[config.mk]
export PLATFORM = sky130hd
export DESIGN_NAME = seg_scan_controller
export DESIGN_NICKNAME = d
export VERILOG_FILES = /design/src/rtl/seg_scan_controller.sv
export SDC_FILE = /design/constraint.sdc
export NUM_CORES = 1
export LEC_CHECK = 0
export ABC_AREA = 0
export BUFFER_PORTS_ARGS = -buffer_cell sky130_fd_sc_hd__buf_2
export CORE_MARGIN = 2
export CORE_UTILIZATION = 56
export CTS_BUF_LIST = sky130_fd_sc_hd__clkbuf_4 sky130_fd_sc_hd__clkbuf_8
export CTS_CLUSTER_SIZE = 30
export DETAILED_ROUTE_END_ITERATION = 8
export GPL_ROUTABILITY_DRIVEN = 1
export PLACE_DENSITY = 0.75
export SLEW_MARGIN = 20
export SYNTH_ARGS = -nofsm -noshare
export SYNTH_HDL_FRONTEND = slang
export SYNTH_SLANG_ARGS = --single-unit
[constraint.sdc]
create_clock -name clk -period 2.39 [get_ports clk]
set_input_delay 0 -clock clk [delete_from_list [all_inputs] [get_ports clk]]
set_output_delay 0 -clock clk [all_outputs]
set_load 0.005 [all_outputs]
[src/rtl/seg_scan_controller.sv]
// Four-digit multiplexed 7-segment scanner with dead-time blanking,
// brightness duty control and frame-synchronous double-buffered updates.
module seg_scan_controller #(
    parameter int FREQUENCY_IN   = 50_000_000,
    parameter int SCAN_FREQUENCY = 1000,
    parameter int DEAD_CYCLES    = 8
) (
    input  logic        clk,
    input  logic        rst,
    input  logic        load_in,
    input  logic [15:0] value_in,
    input  logic [3:0]  dp_in,
    input  logic        blank_lz_in,
    input  logic [2:0]  bright_in,
    output logic        ready_out,
    output logic        frame_out,
    output logic [3:0]  seg_cs_out,
    output logic [7:0]  seg_data_out
);

    localparam int SLOT = FREQUENCY_IN / SCAN_FREQUENCY;
    localparam int CW   = $clog2(SLOT + 1);
    localparam int PW   = CW + 4;

    localparam logic [CW-1:0] SLOT_LAST = CW'(SLOT - 1);
    localparam logic [CW-1:0] DEAD_N    = CW'(DEAD_CYCLES);
    localparam logic [PW-1:0] ON_BASE   = PW'(SLOT - DEAD_CYCLES);

    typedef enum logic [1:0] {
        PH_DEAD,
        PH_ON,
        PH_OFF
    } phase_t;

    phase_t        phase;
    logic [CW-1:0] pos;
    logic [1:0]    digit;
    logic [CW-1:0] on_len;

    logic [15:0]   act_val;
    logic [3:0]    act_dp;
    logic          act_blz;
    logic [15:0]   sh_val;
    logic [3:0]    sh_dp;
    logic          sh_blz;
    logic          pending;
    logic          rdy_arm;

    logic [PW-1:0] on_prod;
    logic [CW-1:0] on_calc;
    logic [CW-1:0] pos_inc;
    logic          slot_start;
    logic          frame_start;
    logic          last;
    logic          on_done;
    logic          take;
    logic          apply;

    logic [3:0]    nib;
    logic          lead;
    logic [6:0]    glyph;
    logic [7:0]    seg_nxt;

    always_comb begin
        on_prod     = (ON_BASE * PW'(bright_in) + ON_BASE) >> 3;
        on_calc     = (on_prod == '0) ? CW'(1) : on_prod[CW-1:0];
        pos_inc     = pos + CW'(1);
        slot_start  = (pos == '0);
        frame_start = slot_start && (digit == 2'd0);
        last        = (pos == SLOT_LAST);
        on_done     = ((pos_inc - DEAD_N) == on_len);
        take        = load_in && ready_out;
        apply       = frame_start && pending;
    end

    // Leading-zero test looks at this nibble and everything above it.
    always_comb begin
        nib = act_val[{digit, 2'b00} +: 4];
        unique case (digit)
            2'd0:    lead = 1'b0;
            2'd1:    lead = (act_val[15:4] == '0);
            2'd2:    lead = (act_val[15:8] == '0);
            default: lead = (act_val[15:12] == '0);
        endcase
        unique case (nib)
            4'h0: glyph = 7'h3F;
            4'h1: glyph = 7'h06;
            4'h2: glyph = 7'h5B;
            4'h3: glyph = 7'h4F;
            4'h4: glyph = 7'h66;
            4'h5: glyph = 7'h6D;
            4'h6: glyph = 7'h7D;
            4'h7: glyph = 7'h07;
            4'h8: glyph = 7'h7F;
            4'h9: glyph = 7'h6F;
            4'hA: glyph = 7'h77;
            4'hB: glyph = 7'h7C;
            4'hC: glyph = 7'h39;
            4'hD: glyph = 7'h5E;
            4'hE: glyph = 7'h79;
            default: glyph = 7'h71;
        endcase
        seg_nxt = {act_dp[digit], (act_blz && lead) ? 7'h00 : glyph};
    end

    // State holds the slot position about to be presented on the outputs.
    always_ff @(posedge clk or negedge rst) begin
        if (!rst) begin
            phase        <= PH_DEAD;
            pos          <= '0;
            digit        <= 2'd0;
            on_len       <= CW'(1);
            act_val      <= '0;
            act_dp       <= '0;
            act_blz      <= 1'b0;
            sh_val       <= '0;
            sh_dp        <= '0;
            sh_blz       <= 1'b0;
            pending      <= 1'b0;
            rdy_arm      <= 1'b0;
            ready_out    <= 1'b1;
            frame_out    <= 1'b0;
            seg_cs_out   <= '0;
            seg_data_out <= '0;
        end else begin
            frame_out    <= frame_start;
            seg_cs_out   <= (phase == PH_ON) ? (4'b0001 << digit) : 4'b0000;
            seg_data_out <= (phase == PH_ON) ? seg_nxt : 8'h00;

            unique case (phase)
                PH_DEAD: if (pos_inc == DEAD_N) phase <= PH_ON;
                PH_ON:   if (on_done) phase <= last ? PH_DEAD : PH_OFF;
                PH_OFF:  if (last) phase <= PH_DEAD;
                default: phase <= PH_DEAD;
            endcase

            if (slot_start) on_len <= on_calc;

            if (last) begin
                pos   <= '0;
                digit <= digit + 2'd1;
            end else begin
                pos <= pos_inc;
            end

            if (apply) begin
                act_val <= sh_val;
                act_dp  <= sh_dp;
                act_blz <= sh_blz;
                pending <= 1'b0;
            end
            rdy_arm <= apply;

            if (take) begin
                sh_val    <= value_in;
                sh_dp     <= dp_in;
                sh_blz    <= blank_lz_in;
                pending   <= 1'b1;
                ready_out <= 1'b0;
            end else if (rdy_arm) begin
                ready_out <= 1'b1;
            end
        end
    end

endmodule

Word level (Yosys, flattened, before mapping)
Memory sizes are Yosys's and may differ from the RTL's.
Index checks and enable logic that the tools add are counted.
W data, S select, Z words.
- bits in registers: 94
- output and inout bits: 14
- ROM bits: 112
- input bits: 27
- RAM bits: 0
- bits in latches: 0
- logic and storage cells: 66
- memories: 1
- $lt $le $gt $ge: 1
- reductions and logical operators: 14
- add/subtract/negate cells: 4
- div/mod/pow operators: 0
- multipliers: 1
- shift operators: 2
- equality and inequality tests: 10
- bitwise operators: 0
- multiplexer cells: 17
- memories (name ; depth ; bits a word ; read ports ; clocked after Yosys merged registers in ; wr ports ; line ; RTL):
    (no name shown) ; 16 ; 7 ; 1 ; 0 ; 0 ; 85 ; unique case (nib)
- operators by type and width (cell ; count):
    $mux W16 ; 2
    $add A19 B16 Y20 const B ; 1
    $logic_not A20 Y1 ; 1
    $add A16 B1 Y16 const B ; 1
    $eq A16 B16 Y1 ; 1
    $eq A16 B16 Y1 const B ; 1
    $eq A16 B4 Y1 const B ; 1
    $logic_not A16 Y1 ; 1
    $mul A13 B3 Y16 const A ; 1
    $shiftx A16 B5 Y4 ; 1
    $sub A16 B4 Y16 const B ; 1
    $logic_not A12 Y1 ; 1
    $logic_not A8 Y1 ; 1
    $mux W2 ; 4
    $mux W8 ; 1
    $mux W7 ; 1
    $ne A2 B2 Y1 const B ; 3
    $pmux W2 S3 ; 1
    $mux W1 ; 5
    $eq A2 B1 Y1 const B ; 2
    $eq A2 B2 Y1 const B ; 2
    $logic_and A1 B1 Y1 ; 4
    $logic_not A2 Y1 ; 2
    $logic_not A4 Y1 ; 1
    8 further kinds ; 9

Depth between registers and ports, before layout
Gate-level depths: netlist of run 1.
- depth after elaboration: 5
- gate-level depth with buffers: 12
- depth with buffers taken out: 11

Worst setup path after synthesis of run 1
OpenSTA, ideal clock, no wires.
- kind: register to register
- start: register pos[0]
- end: register phase[1]
- required time: 2269 ps
- slack: -215 ps
- period minus slack after synthesis: 2605 ps
- stages on the path, launching flop included: 13
- arrival time: 2485 ps
- library setup time: 121 ps
- path buffers: 1
- path through: dfrtp_1 -> ha_1 -> and3_1 -> buf_6 -> xnor2_1 -> ha_1 -> o21ai_1 -> nor2_1 -> xor2_1 -> nor3_1 -> o311ai_2 -> nor4_2 -> a22o_1
- longest elaborated chain between the ends: 5
- elaborated cells on any way between the ends: 12
- classes of those cells: add/sub: 2; eq/ne: 6; mux: 3; reduce/logical: 1
- ends and longest elaborated chain (item ; line ; RTL):
    start: declaration ; 36 ; logic [CW-1:0] pos;
    start signal: assignment ; 143 ; pos <= pos_inc;
    $add A16 B1 Y16 ; 67 ; pos_inc = pos + CW'(1);
    $sub A16 B4 Y16 ; 71 ; on_done = ((pos_inc - DEAD_N) == on_len);
    $eq A16 B16 Y1 ; 71 ;
    $ne A2 B2 Y1 (no source line) ; n/a ;
    $reduce_and A3 Y1 (no source line) ; n/a ;
    end signal: assignment ; 132 ; PH_ON: if (on_done) phase <= last ? PH_DEAD : PH_OFF;
    end: declaration ; 35 ; phase_t phase;
Several ways; a longest one is shown, not always the timed one. The select of a mux whose other input is x is not followed.
A chain may end at the register's enable or synchronous reset.

Worst setup path after layout of run 1
- start: register pos[0]
- end: register phase[0]
- longest elaborated chain between the ends: 5
- elaborated cells on any way between the ends: 9
- classes of those cells: add/sub: 2; eq/ne: 6; reduce/logical: 1
- ends and longest elaborated chain (item ; line):
    $add A16 B1 Y16 ; 67
    $sub A16 B4 Y16 ; 71
    $eq A16 B16 Y1 ; 71
    $ne A2 B2 Y1 (no source line) ; n/a
    $reduce_and A3 Y1 (no source line) (*) ; n/a
Mark *: on every way between the ends. The rest lies on a longest branch, timed or not.

==> results of run 1 <==
## where the power goes
group          total [mW]  internal (mW)  leakage (nW)  switching, mW
sequential           1.76           1.69          1.17         0.0738
clock                1.06          0.411        0.0970          0.653
combinational       0.453          0.251          1.80          0.201
total                3.28           2.35          3.07          0.928
## layout make-up
class                      instances  area (um2)  share of cell area [%]
tap                              111         139                    2.08
clock buffer                       9         124                    1.86
timing repair buffer             134         973                    14.6
multi-input combinational        337        2920                    43.7
clock inverter                     7        72.6                    1.09
sequential                        94        2360                    35.4
inverter                          24        90.1                    1.35
## worst max-delay path, stage by stage, from the launching register on
cell	delay, ns
sky130_fd_sc_hd__dfrtp_2	0.46
sky130_fd_sc_hd__ha_4	0.19
sky130_fd_sc_hd__or3_1	0.33
sky130_fd_sc_hd__a21oi_2	0.20
sky130_fd_sc_hd__a21oi_2	0.09
sky130_fd_sc_hd__xor2_1	0.21
sky130_fd_sc_hd__nor4_2	0.40
sky130_fd_sc_hd__o311ai_2	0.17
sky130_fd_sc_hd__nor4_2	0.22
sky130_fd_sc_hd__a21oi_1	0.11
## cells in the final DEF, fill, tap and decap left out, types with 3 or more instances in the layout
master / netlist / layout
sky130_fd_sc_hd__a211oi_1: 3 / 3
sky130_fd_sc_hd__a21oi_1: 6 / 4
sky130_fd_sc_hd__a221oi_1: 5 / 5
sky130_fd_sc_hd__and2_1: 8 / 8
sky130_fd_sc_hd__and3_1: 5 / 4
sky130_fd_sc_hd__buf_2: 5 / 39
sky130_fd_sc_hd__buf_4: 2 / 70
sky130_fd_sc_hd__clkbuf_8: 0 / 9
sky130_fd_sc_hd__dfrtp_1: 92 / 87
sky130_fd_sc_hd__dfrtp_2: 0 / 5
sky130_fd_sc_hd__dlygate4sd3_1: 0 / 23
sky130_fd_sc_hd__ha_1: 25 / 23
sky130_fd_sc_hd__inv_1: 24 / 24
sky130_fd_sc_hd__mux2_1: 10 / 10
sky130_fd_sc_hd__mux2_2: 34 / 34
sky130_fd_sc_hd__mux4_2: 6 / 6
sky130_fd_sc_hd__nand2_1: 34 / 34
sky130_fd_sc_hd__nand3_1: 14 / 13
sky130_fd_sc_hd__nand3b_1: 3 / 3
sky130_fd_sc_hd__nand4_1: 7 / 7
sky130_fd_sc_hd__nor2_1: 33 / 32
sky130_fd_sc_hd__nor2b_1: 5 / 5
sky130_fd_sc_hd__nor3_1: 14 / 13
sky130_fd_sc_hd__nor4_1: 10 / 8
sky130_fd_sc_hd__nor4_2: 2 / 3
sky130_fd_sc_hd__nor4_4: 2 / 3
sky130_fd_sc_hd__nor4b_2: 0 / 3
sky130_fd_sc_hd__o211ai_1: 3 / 3
sky130_fd_sc_hd__o21ai_0: 17 / 17
sky130_fd_sc_hd__or3_1: 3 / 3
sky130_fd_sc_hd__xnor2_1: 30 / 25
sky130_fd_sc_hd__xnor2_2: 1 / 5
sky130_fd_sc_hd__xor2_1: 15 / 13
## layer usage
metal / track usage, % / part of all wire, %
met1: 36.5 / 45
met5: 0 / 0
met2: 44.0 / 50
met3: 3.88 / 3.7
met4: 7.59 / 1.9
## sequential cells by signal, indices dropped and copies added (netlist names)
name	flops
act_blz	1
act_dp	4
seg_cs_out	4
ready_out	1
digit	2
sh_blz	1
sh_val	16
rdy_arm	1
act_val	16
frame_out	1
pending	1
on_len	16
seg_data_out	8
phase	2
pos	16
sh_dp	4
## worst max path at each step
stage,from,to,slack (ns),depth (start not counted)
floorplan,pos[0]$_DFF_PN0_,phase[1]$_DFFE_PN0P_,0.005,12
global placement,pos[0]$_DFF_PN0_,phase[1]$_DFFE_PN0P_,-0.002,11
detailed placement,pos[0]$_DFF_PN0_,phase[0]$_DFFE_PN0P_,-0.13,10
CTS,pos[1]$_DFF_PN0_,phase[0]$_DFFE_PN0P_,0.002,10
global route,pos[0]$_DFF_PN0_,phase[0]$_DFFE_PN0P_,-0.19,11
finish,pos[0]$_DFF_PN0_,phase[0]$_DFFE_PN0P_,-0.09,9
## metrics by stage
stage | hold slack, ns | instances
finish | 0.00794 | 716
global route | 0.0376 | 716
CTS | 0.00746 | 712
detailed placement | 0.0342 | 668
global placement | 0.0304 | 668
floorplan | -0.296 | 474
## repair_timing
action                     in CTS  in global routing
hold endpoints to repair       66                  0
setup endpoints to repair       2                 23
gates resized for setup        13                 17
buffers inserted                5                  4
hold buffers                   23                  0
pin swaps                      11                 16
## cells by family (layout without fill, tap and decap cells)
kind of cell / count (synthesis) / count (layout) / share of synthesized area (%)
adders and majority gates: 26 / 26 / 6.34
and+or+nand+nor: 158 / 158 / 16.9
AOI/OAI and AO/OA: 52 / 52 / 6.86
buffers and inverters: 43 / 174 / 3.48
muxes: 52 / 52 / 12.4
xor gates and xnor gates: 49 / 49 / 9.22
DFF: 94 / 94 / 44.8
==> impl_summary.md, run 1 <==
Global route
Entering global routing, the biggest net connects 49 pins. The number of antenna violations at the first check in global routing was 0. The via count of the first global-routing pass is 4,229. After global routing the overflow that remains totals 0.

The first-pass GRT wire length is 20,800 um. The overall global routing resource usage is 26.5%.

Placed design
The placed wire-length estimate after detailed placement is 8910 um. The placer's final routability congestion estimate is 0.852. In this run the tool buffered the top-level ports with 40 buffer cells. The total placed instance area is 6010 um2. At the placement stage, the worst setup path has a slack of -0.128 ns.

Timing
The worst setup slack after layout is -0.0910 ns. The final-report setup violation count is 2. In this run the tightest slew margin relative to its limit is a little over a third. The number of max-slew violations in the final report is 0. The hold violation count in the final report is 0.

The ratio of final minimum period to clock period is 104%. Setup repair after global routing could not meet its margin everywhere. For the finished layout, the period the worst path requires is between 2 and 2.5 ns. The highest clock frequency the design can meet is 403 MHz. For the final database, setup skew stands at 0.0173 ns. For the pin with the worst max-slew slack, the measured transition is 0.958 ns. The aggregate negative setup slack is -0.181 ns.

Synth
After synthesis, the share of flip-flops with an asynchronous set or reset is 100%. After synthesis, the mean cell area works out to 11.1 um2. In the post-synthesis netlist, the cell with the most instances is sky130_fd_sc_hd__dfrtp_1. The gate count of the mapped netlist is 474. When the netlist entered floorplanning its net count stood at 527. The number of register bits inferred by synthesis is 94. The commonest cells after synthesis are 92 x sky130_fd_sc_hd__dfrtp_1, 34 x sky130_fd_sc_hd__mux2_2, 34 x sky130_fd_sc_hd__nand2_1.

The cell type with the largest total area after synthesis is sky130_fd_sc_hd__dfrtp_1. Yosys attributes the largest share of cell area to sky130_fd_sc_hd__dfrtp_1 44%, sky130_fd_sc_hd__mux2_2 7.3%, sky130_fd_sc_hd__ha_1 6.0%. The distinct cell type count of the synthesized netlist is 65. The count of warnings emitted by yosys is 0. Yosys mapped a number of flops with a built-in enable equal to 0. In the synthesized netlist the dominant register cell turns out to be sky130_fd_sc_hd__dfrtp_1. The top-area cell type share of the netlist area is 43.8%. Summing every instance area after synthesis gives 5250 um2. Summing the sequential cell areas from Yosys gives 44.8% of the chip area.

Finish
The layout net count is 653. Compared with the post-synthesis result, the final layout area differs by 27.1%. The number of antenna cells inserted is 0. In the final layout, the share of cells above drive strength 1 is 35.2%. The layout filler cell count is 624. The final design utilization is 72.9%. Once layout is done, the placed cells without fillers occupy 6680 um2.

Floorplan
The I/O pin total is slightly above 40. The die area is 10,200 um2. For this configuration, the core starts out at a cell density of 57.4%. The total area inside the core boundary comes to 9150 um2. The floorplan has 35 rows. The floorplan step set the die height to 101 um. The die width is 101 um.

Route
The iteration count of the initial detailed-routing pass is 5. The number of violations reported at the end of detailed-routing iteration 0 is 250. The final route contains 4,074 vias. The sum of routed wire length over all layers is between 10,000 and 15,000 um.

The number of nets still failing antenna checks after routing is 0. After detailed routing, the number of vias per cell comes to 5.69. After detailed routing, the number of remaining DRC violations is 0. After detailed routing, the average wire length per cell comes to 17.7 um.

Min path
Counting instances, the worst hold path has a depth of 3. For hold timing, the worst endpoint is on_len[11]$_DFFE_PN0N_. The worst min-delay path class is in -> reg. The worst min-delay path startpoint is bright_in[0].

Worst setup path
Of all nets on the critical path, the largest fanout is 5. STA classifies the critical path startpoint as a register. The data arrival time of the critical path is 2.73 ns. The worst register-to-register path has a depth of 9.

At the worst endpoint, the required time is 2.64 ns. The worst setup path is captured at a register. The register-to-register setup slack is -0.09 ns. The startpoint identified for the worst register-to-register timing path is pos[0]$_DFF_PN0_. By startpoint and endpoint, the worst setup path is classified as reg -> reg. The worst register-to-register path ends at phase[0]$_DFFE_PN0P_.

Power and ir drop
The power after layout is between 3 and 4 mW. The worst supply voltage drop on vdd is 339 uV. Power spread over the standard cell area amounts to 491 nW/um2.

In this run the static leakage power is 3.07 nW.

CTS
The level count of the clock H-tree is 3. The clock net in this run drives a total of between 90 and 100 sinks. The maximum clock path buffer count is 2. The number of clock buffers added by TritonCTS is 9.

The buffer cell driving the clock tree root is sky130_fd_sc_hd__clkbuf_8. TritonCTS built the clock tree. The later pin in the worst-skew pair is clocked with a latency of 0.38 ns. The register clock-pin slew on the reported worst setup and hold paths is 0.11 ns.

Outcome
The flow ran to the end, but the final reports show violations. The checks that failed: negative setup slack.

Run
Max-cap violations in this run came to 0.
No activity file was read; power rests on OpenSTA's default activity.
==> inputs of run 2 (changes only) <==
--- a/config.mk
+++ b/config.mk
@@ -7,6 +7,7 @@
 export LEC_CHECK = 0
 export ABC_AREA = 0
 export BUFFER_PORTS_ARGS = -buffer_cell sky130_fd_sc_hd__buf_2
+export CORE_ASPECT_RATIO = 1.2
 export CORE_MARGIN = 2
 export CORE_UTILIZATION = 56
 export CTS_BUF_LIST = sky130_fd_sc_hd__clkbuf_4 sky130_fd_sc_hd__clkbuf_8
==> run 2 against run 1 <==
  * The run still ends with negative setup slack left
  * Highest routed layer unchanged
  * Via count shrank 0.93%
  * Clock power grew 24%
  * Critical endpoint is now phase[1]$_DFFE_PN0P_
  * Sequential power is essentially flat
==> impl_summary.md, run 2 (same netlist as run 1, synthesis figures left out) <==
Timing
The worst setup slack after layout is -0.106 ns. The final critical-path required period is ~2.5 ns. For this run, the top clock speed supported by timing is 401 MHz. The final-report setup violation count is 2. The max-slew headroom at the worst pin is between 50% and 60%. Setup repair after global routing could not meet its margin everywhere. The number of max-slew violations in the final report was 0. Of the available clock period, the critical path in the final layout requires 104%. Across all hold checks on the routed design, the worst slack comes to 0.0519 ns. The transition time at the pin with the least slew margin is 0.693 ns. The hold violation count in the final report is 0. The post-route clock skew is 0.0133 ns.

Run
Across the run, the number of max-cap violations was 0.

Worst setup path
The logic depth of the worst path, buffers included is 11. The critical register-to-register path endpoint is phase[1]$_DFFE_PN0P_. The delay of the slowest cell on the worst path is 0.45 ns. The kind of critical path is reg -> reg. Traced cell by cell, the critical path runs through ha_4, and3_4, buf_4, buf_4, a211oi_1, o211a_1, o211ai_1, nor4b_2, nor3_2, nor2_1, a22o_1. Data on the critical path is required at its endpoint by 2.69 ns. Counting cells, the worst reg-to-reg path comes to 11.

The startpoint type of the worst setup path is a register. The largest individual stage delay along the critical path comes from the cell sky130_fd_sc_hd__dfrtp_2. Among cell families on the critical path, the largest total delay comes from compound AO/OA/AOI/OAI gates. Along the worst path, the maximum fanout reaches 6. The combined buffer and inverter count along the critical path is 2. Data on the critical path arrives at its endpoint at 2.80 ns. In this design, the critical path's most frequently occurring cell is sky130_fd_sc_hd__buf_4. The type of element capturing the critical path is a register. In this run the critical register-to-register path is launched from pos[1]$_DFF_PN0_.

The worst register-to-register path has a setup slack of -0.11 ns.

Global route
Global routing used 26.2% of the available tracks across all layers. The first global-routing pass estimated a little over 20,000 um of wire. The pin count of the biggest net entering global routing is between 50 and 60. For this run the aggregate overflow at the end of global routing stands at 0. The via count of the first global-routing pass is 4,136.

The number of antenna violations at the first check in global routing was 0.

Power and ir drop
IR analysis of the VDD net gives a maximum drop of approximately 340 uV. For this design the ratio of total power to cell area is ~520 nW/um2. The cell leakage power is 3.08 nW.

CTS
Counting along the longest clock path gives a buffer depth of 2. The clock tree from TritonCTS is built. In this run the clock root is driven by a sky130_fd_sc_hd__clkbuf_8.

The TritonCTS buffer count is 9. CTS built an H-tree with a depth of 3. For this design, the sink count on the clock tree is 94. The register clock-pin slew on the reported worst setup and hold paths is 0.09 ns.

For the worst-skew pair, the clock arrives at the later sink with an insertion delay of 0.37 ns.

Placed design
The number of port buffers is 40. The congestion estimate from routability-driven global placement came to 0.950. The number of placed instances, taps included, is 669. The placed wire-length estimate after detailed placement is 8590 um.

Finish
Leaving out fill and tap cells, the most frequent cells in the layout are 86 x sky130_fd_sc_hd__dfrtp_1, 62 x sky130_fd_sc_hd__buf_4, 39 x sky130_fd_sc_hd__buf_2. The library cell used most frequently in the layout, excluding fill and tap cells, is sky130_fd_sc_hd__dfrtp_1. Cells with a size suffix above 1 make up 34.9% of the layout. The layout overhead on the synthesized area is 28.1%.

For this run, the post-layout net count is 647. The layout has 609 filler cells. For this run, the number of standard cells in the final layout without fillers is 719. 0 antenna diodes ended up in the layout.

Route
In the final routed layout, each cell accounts on average for 17.7 um. The via count is 4,036. For this run, design rule violations remaining after detail routing come to 0. The sum of routed wire length over all layers is around 13,000 um. The iteration count of the initial detailed-routing pass is 5. The number of vias per cell after detailed routing is 5.61. The number of violations reported at the end of detailed-routing iteration 0 is around 240.

Once detail routing completed, the nets flagged for antenna violations numbered 0.

Outcome
The checks that failed: negative setup slack. The flow ran to the end, but the final reports show violations.

Min path
The number of cells on the worst hold path is 3. The path with the worst hold slack has its endpoint at on_len[2]$_DFFE_PN0N_. In this run the most critical hold path is launched from bright_in[2]. The tightest min-delay check is of the in -> reg type.

Floorplan
The die width is between 90 and 100 um. The standard-cell row count is 38. Once the floorplan was initialized, standard cells occupied 57.8% of the core. The I/O pin total is 41. From bottom edge to top edge, the die measures 110 um.

The die area is 10,200 um2. The core area is 9080 um2.
## run 2: final cells by class
| type | count | area [um2] | share of cell area (%) |
|---|---|---|---|
| clock buffers | 11 | 145 | 2.16 |
| clock inverters | 5 | 106 | 1.58 |
| inverters | 24 | 90.1 | 1.34 |
| multi-input cells | 337 | 2930 | 43.6 |
| flip-flops and latches | 94 | 2360 | 35.1 |
| well taps | 120 | 150 | 2.23 |
| repair buffers | 128 | 943 | 14.0 |
## run 2: worst max path at each step
| stage | startpoint | to |
|---|---|---|
| after floorplan | pos[0]$_DFF_PN0_ | phase[1]$_DFFE_PN0P_ |
| after global placement | pos[1]$_DFF_PN0_ | phase[1]$_DFFE_PN0P_ |
| after detailed placement | pos[1]$_DFF_PN0_ | phase[1]$_DFFE_PN0P_ |
| after CTS | pos[1]$_DFF_PN0_ | phase[0]$_DFFE_PN0P_ |
| after global routing | pos[3]$_DFF_PN0_ | phase[0]$_DFFE_PN0P_ |
| final | pos[1]$_DFF_PN0_ | phase[1]$_DFFE_PN0P_ |
## run 2: what timing repair did
item                       CTS  global route
setup endpoints to repair    2             2
hold buffers                24             0
resized for setup           13            22
hold endpoints to repair    73             0
setup buffers                5             5
pin swaps                    5            15
## run 2: worst reg2reg max path, cell delays in order (launching register included)
cell                       delay, ns
sky130_fd_sc_hd__dfrtp_2        0.45
sky130_fd_sc_hd__ha_4           0.18
sky130_fd_sc_hd__and3_4         0.17
sky130_fd_sc_hd__buf_4          0.13
sky130_fd_sc_hd__buf_4          0.15
sky130_fd_sc_hd__a211oi_1       0.20
sky130_fd_sc_hd__o211a_1        0.25
sky130_fd_sc_hd__o211ai_1       0.19
sky130_fd_sc_hd__nor4b_2        0.33
sky130_fd_sc_hd__nor3_2         0.11
sky130_fd_sc_hd__nor2_1         0.13
sky130_fd_sc_hd__a22o_1         0.15
## run 2: report_power, final
group          leakage (nW)  internal [mW]  switching, mW
sequential             1.17           1.69         0.0805
combinational          1.78          0.239          0.202
clock                 0.123          0.737          0.577
total                  3.08           2.66          0.860
## run 2: through the flow
| step | utilization, % | setup slack, ns | cell area, um2 | power, mW | setup TNS (ns) |
|---|---|---|---|---|---|
| after floorplan | - | 0.00550 | 5300 | 2.02 | 0 |
| after global placement | 65.8 | 0.00213 | 5980 | 2.18 | 0 |
| after detailed placement | 65.8 | -0.109 | 5980 | 2.19 | -0.199 |
| after CTS | 72.4 | -0.0589 | 6580 | 3.52 | -0.111 |
| after global routing | 74.1 | -0.225 | 6730 | 3.65 | -0.433 |
| final | 74.1 | -0.106 | 6730 | 3.52 | -0.193 |
## run 2: metal layers
layer / up-vias / track usage (%) / part of all wire [%]
met1: 1992 / 31.3 / 41
met3: 26 / 5.10 / 4.1
li1: 1894 / - / -
met5: - / 0 / 0
met4: 0 / 9.70 / 2.6
met2: 124 / 47.2 / 53
==> inputs of run 3 (changes only) <==
--- a/config.mk
+++ b/config.mk
@@ -5,16 +5,16 @@
 export SDC_FILE = /design/constraint.sdc
 export NUM_CORES = 1
 export LEC_CHECK = 0
-export ABC_AREA = 0
+export ABC_AREA = 1
 export BUFFER_PORTS_ARGS = -buffer_cell sky130_fd_sc_hd__buf_2
 export CORE_ASPECT_RATIO = 1.2
 export CORE_MARGIN = 2
-export CORE_UTILIZATION = 56
+export CORE_UTILIZATION = 57
 export CTS_BUF_LIST = sky130_fd_sc_hd__clkbuf_4 sky130_fd_sc_hd__clkbuf_8
 export CTS_CLUSTER_SIZE = 30
 export DETAILED_ROUTE_END_ITERATION = 8
 export GPL_ROUTABILITY_DRIVEN = 1
-export PLACE_DENSITY = 0.75
+export PLACE_DENSITY = 0.76
 export SLEW_MARGIN = 20
 export SYNTH_ARGS = -nofsm -noshare
 export SYNTH_HDL_FRONTEND = slang
==> run 3 against run 2 <==
  * The run now ends clean
  * Cell count increased by 30%
  * Utilization decreased by 5.3 points
  * Flip-flop and latch count unchanged
  * First-iteration DRC count increased by 37%
  * Global-route usage increased by 0.078 points
  * Design area decreased by 3.8%
  * Synthesized cell count increased by 52%
  * Setup slack improved by 0.22 ns
  * Clock skew about the same
  * Critical endpoint unchanged
==> impl_summary.md, run 3 <==
Synth
The Yosys step of the flow raised 0 warnings. The netlist area before placement is 5480 um2. The cell type with the largest total area after synthesis is sky130_fd_sc_hd__dfrtp_1. The post-synthesis async set-or-reset flop share is 100%. The number of nets handed over by synthesis was 775. By count the netlist is led by 249 x sky130_fd_sc_hd__nand2_1, 92 x sky130_fd_sc_hd__dfrtp_1, 69 x sky130_fd_sc_hd__nor2_1. The most frequently used flop master after synthesis is sky130_fd_sc_hd__dfrtp_1. The most common cell in the synthesized netlist is sky130_fd_sc_hd__nand2_1. The synthesized netlist contains 42 unique library cells. In this run the mean area of a mapped cell was 7.59 um2. Synthesis produced 722 cells. Counting flops and latches in the post-synthesis netlist gives 94. The top-area cell type share of the netlist area is 42.0%. The share of the yosys chip area belonging to registers is 42.9%.

Yosys attributes the largest share of cell area to sky130_fd_sc_hd__dfrtp_1 42%, sky130_fd_sc_hd__nand2_1 17%, sky130_fd_sc_hd__ha_1 5.7%. The synthesized design contains 0 enable-type register cells.

Worst setup path
The cell depth of the worst flop-to-flop path is 18. The required time at the endpoint of the critical path is 2.72 ns. The worst register-to-register path has a setup slack of roughly 0.12 ns. The critical register-to-register path endpoint is phase[1]$_DFFE_PN0P_. In this run the worst setup path terminates at phase[1]$_DFFE_PN0P_. The most critical setup path has its startpoint at pos[0]$_DFF_PN0_.

The kind of critical path is reg -> reg. The startpoint identified for the worst register-to-register timing path is pos[0]$_DFF_PN0_. In this run the worst path has a maximum fanout of 3. STA puts the critical path data arrival time at 2.60 ns. The type of element capturing the critical path is a register. The startpoint type of the worst setup path is a register.

CTS
The number of clock sinks is 94. The latest clock arrival within the worst-skew pair is 0.38 ns. Counting the buffers created by CTS gives 9.

The level count of the clock H-tree is 3. The clock passes through at most 2 buffers. TritonCTS built the clock tree.

The cell sitting at the root of the clock tree is a sky130_fd_sc_hd__clkbuf_8. The register clock-pin slew on the reported worst setup and hold paths is about 0.10 ns.

Timing
The routed design could run at a clock period as short as ~2.3 ns. The final-report setup violation count is 0. The worst setup slack after layout is between 0.1 and 0.15 ns. In this run the tightest slew margin relative to its limit is roughly 58%.

The transition time at the pin with the least slew margin is roughly 0.64 ns. For this run, the top clock speed supported by timing is around 440 MHz. Across the routed clock network, the largest skew measured is 0.0138 ns. The hold violation count in the final report is 0. The ratio of final minimum period to clock period is 95.1%. The number of max-slew violations in the final report came to 0. Setup repair after global routing could not meet its margin everywhere.

Outcome
The run finished with clean final reports.

Finish
In the layout the commonest cells are 246 x sky130_fd_sc_hd__nand2_1, 91 x sky130_fd_sc_hd__dfrtp_1, 67 x sky130_fd_sc_hd__nor2_1. The layout overhead on the synthesized area is 18.1%. Of the cells placed in the final design, the portion with a size suffix greater than 1 is 17.5%. The final standard cell count with taps included and fillers excluded is 933.

The cell area after layout is 6470 um2. The final design utilization is 68.8%. The final layout contains 858 nets. The number of antenna diodes in the final layout is 0. The most common library cell in the layout ignoring fill and taps is sky130_fd_sc_hd__nand2_1.

Route
The number of violations reported at the end of detailed-routing iteration 0 is between 300 and 400. The detail route stage leaves a number of antenna-violating nets equal to 0. Using the TritonRoute via totals, the vias-per-cell ratio works out to roughly 5.3.

After detailed routing, the number of remaining DRC violations is 0. The sum of routed wire length over all layers is 13,100 um. The routed length per instance is 14.1 um. The via count is 4,918. The pre-antenna-repair detailed-routing pass consisted of 5 iterations.

Floorplan
The core area is approximately 9400 um2. The I/O pin total is 41. The die covers around 10,000 um2. The initial core utilization is between 50% and 60%. The die boundary height is 111 um.

The floorplan has 39 rows. From left edge to right edge, the die measures 93.5 um.

Power and ir drop
The combinational cell fraction of total power is 19.2%. The worst supply voltage drop on vdd is 556 uV. The cell leakage power is 3.36 nW.

The power after layout is 3.84 mW. In this run, flip-flops and latches consume between 50% and 60% of the power. The total net switching power is between 1 and 1.5 mW. The internal power of the cells totals 2.66 mW. Net switching is a little under a third of the power. Dividing total power by cell area gives a power density of 593 nW/um2. The clock network fraction of design power is between 20 and 30%.

Placed design
The total placed instance area is 5940 um2. The cell count after placement is 890. Detailed placement finished with a half-perimeter wire length of 9330 um.

Routability-driven placement finished with a final weighted congestion of ~0.95. The pre-CTS worst setup slack is -0.0483 ns. Buffers placed on the I/O ports in this run total 40.

Global route
The sum of overflow across all layers after global routing is 0. The pin count of the biggest net entering global routing is 50. The first global-routing pass estimated ~22,000 um of wire. The via count of the first global-routing pass came to 4,770. The number of antenna violations at the first check in global routing is 0.

Across every metal layer, demand over resource in global routing totals 26.3%.

Run
The max-cap violation count is 0.

Min path
The worst min-delay path class is in -> reg.
run 3: cell count changes after synthesis, moves of 22 or more:
cell	change
sky130_fd_sc_hd__nand3_1	+27
sky130_fd_sc_hd__inv_1	+43
sky130_fd_sc_hd__nor2_1	+36
sky130_fd_sc_hd__nand2_1	+215
sky130_fd_sc_hd__mux2_2	-34
sky130_fd_sc_hd__xnor2_1	-22
run 3: worst max-delay path, cell delays in order, from the launching register on:
cell                      delay, ns
sky130_fd_sc_hd__dfrtp_1       0.42
sky130_fd_sc_hd__ha_4          0.17
sky130_fd_sc_hd__nand2_4       0.07
sky130_fd_sc_hd__nor2_8        0.12
sky130_fd_sc_hd__inv_2         0.05
sky130_fd_sc_hd__nand2_2       0.07
sky130_fd_sc_hd__nand2_2       0.08
sky130_fd_sc_hd__ha_4          0.26
sky130_fd_sc_hd__xor2_1        0.13
sky130_fd_sc_hd__nand4_1       0.08
sky130_fd_sc_hd__nor2_1        0.10
sky130_fd_sc_hd__nand3_1       0.09
sky130_fd_sc_hd__nor2_2        0.11
sky130_fd_sc_hd__nand3_1       0.08
sky130_fd_sc_hd__nor2_1        0.11
sky130_fd_sc_hd__nand2_1       0.06
sky130_fd_sc_hd__nand2_1       0.07
sky130_fd_sc_hd__nand3_1       0.08
sky130_fd_sc_hd__nand2_1       0.06
run 3: metrics by stage:
stage	hold WS, ns	TNS, ns
2_1_floorplan	-0.296	0
3_3_place_gp	0.0622	0
3_5_place_dp	0.0742	-0.0910
4_1_cts	0.0648	0
5_1_grt	0.0736	-0.0749
6_report	0.0700	0
run 3: power by group through the flow:
stage,clock network [mW],logic (mW),registers (mW)
after floorplan,0,0.441,2.00
after global placement,0,0.662,2.02
after detailed placement,0,0.684,2.03
after CTS,1.12,0.718,2.00
after global routing,1.19,0.835,2.03
final,1.11,0.736,2.00
run 3: worst min-delay path by stage:
| stage | start | endpoint | cells past startpoint |
|---|---|---|---|
| after floorplan | rst | act_blz$_DFFE_PN0P_ | 0 |
| after global placement | rst | pos[4]$_DFF_PN0_ | 1 |
| after detailed placement | rst | pos[4]$_DFF_PN0_ | 1 |
| after CTS | load_in | pending$_DFFE_PN0P_ | 4 |
| after global routing | load_in | pending$_DFFE_PN0P_ | 4 |
| final | load_in | pending$_DFFE_PN0P_ | 4 |
run 3: per-layer routing:
layer / track usage [%] / share of wire (%)
met5: 0 / 0
met4: 8.70 / 2.0
met3: 4.13 / 4.3
met2: 42.6 / 49
met1: 36.4 / 44
run 3: cell type report:
type | count | area [um2]
Clock buffer | 9 | 124
Clock inverter | 7 | 81.3
Fill cell | 743 | 2940
Inverter | 75 | 282
Multi-Input combinational cell | 537 | 2840
Sequential cell | 94 | 2360
Tap cell | 123 | 154
Timing Repair Buffer | 88 | 637
run 3: cells by family (layout without fill, tap and decap cells):
kind of cell | Yosys count | after routing | share of synthesized area (%)
xor+xnor | 18 | 18 | 2.88
buf+inv | 91 | 179 | 6.32
simple gates | 434 | 434 | 35.7
flops | 94 | 94 | 42.9
fa+ha+maj | 26 | 26 | 6.07
compound gates | 59 | 59 | 6.07
run 3: timing repair:
action / CTS / global route
gates cloned: 0 / 0
endpoints found under the setup margin: 2 / 4
resized for setup: 2 / 14
pin swaps: 0 / 13
hold endpoints to repair: 69 / 0
hold buffers: 23 / 0
buffers inserted: 1 / 3
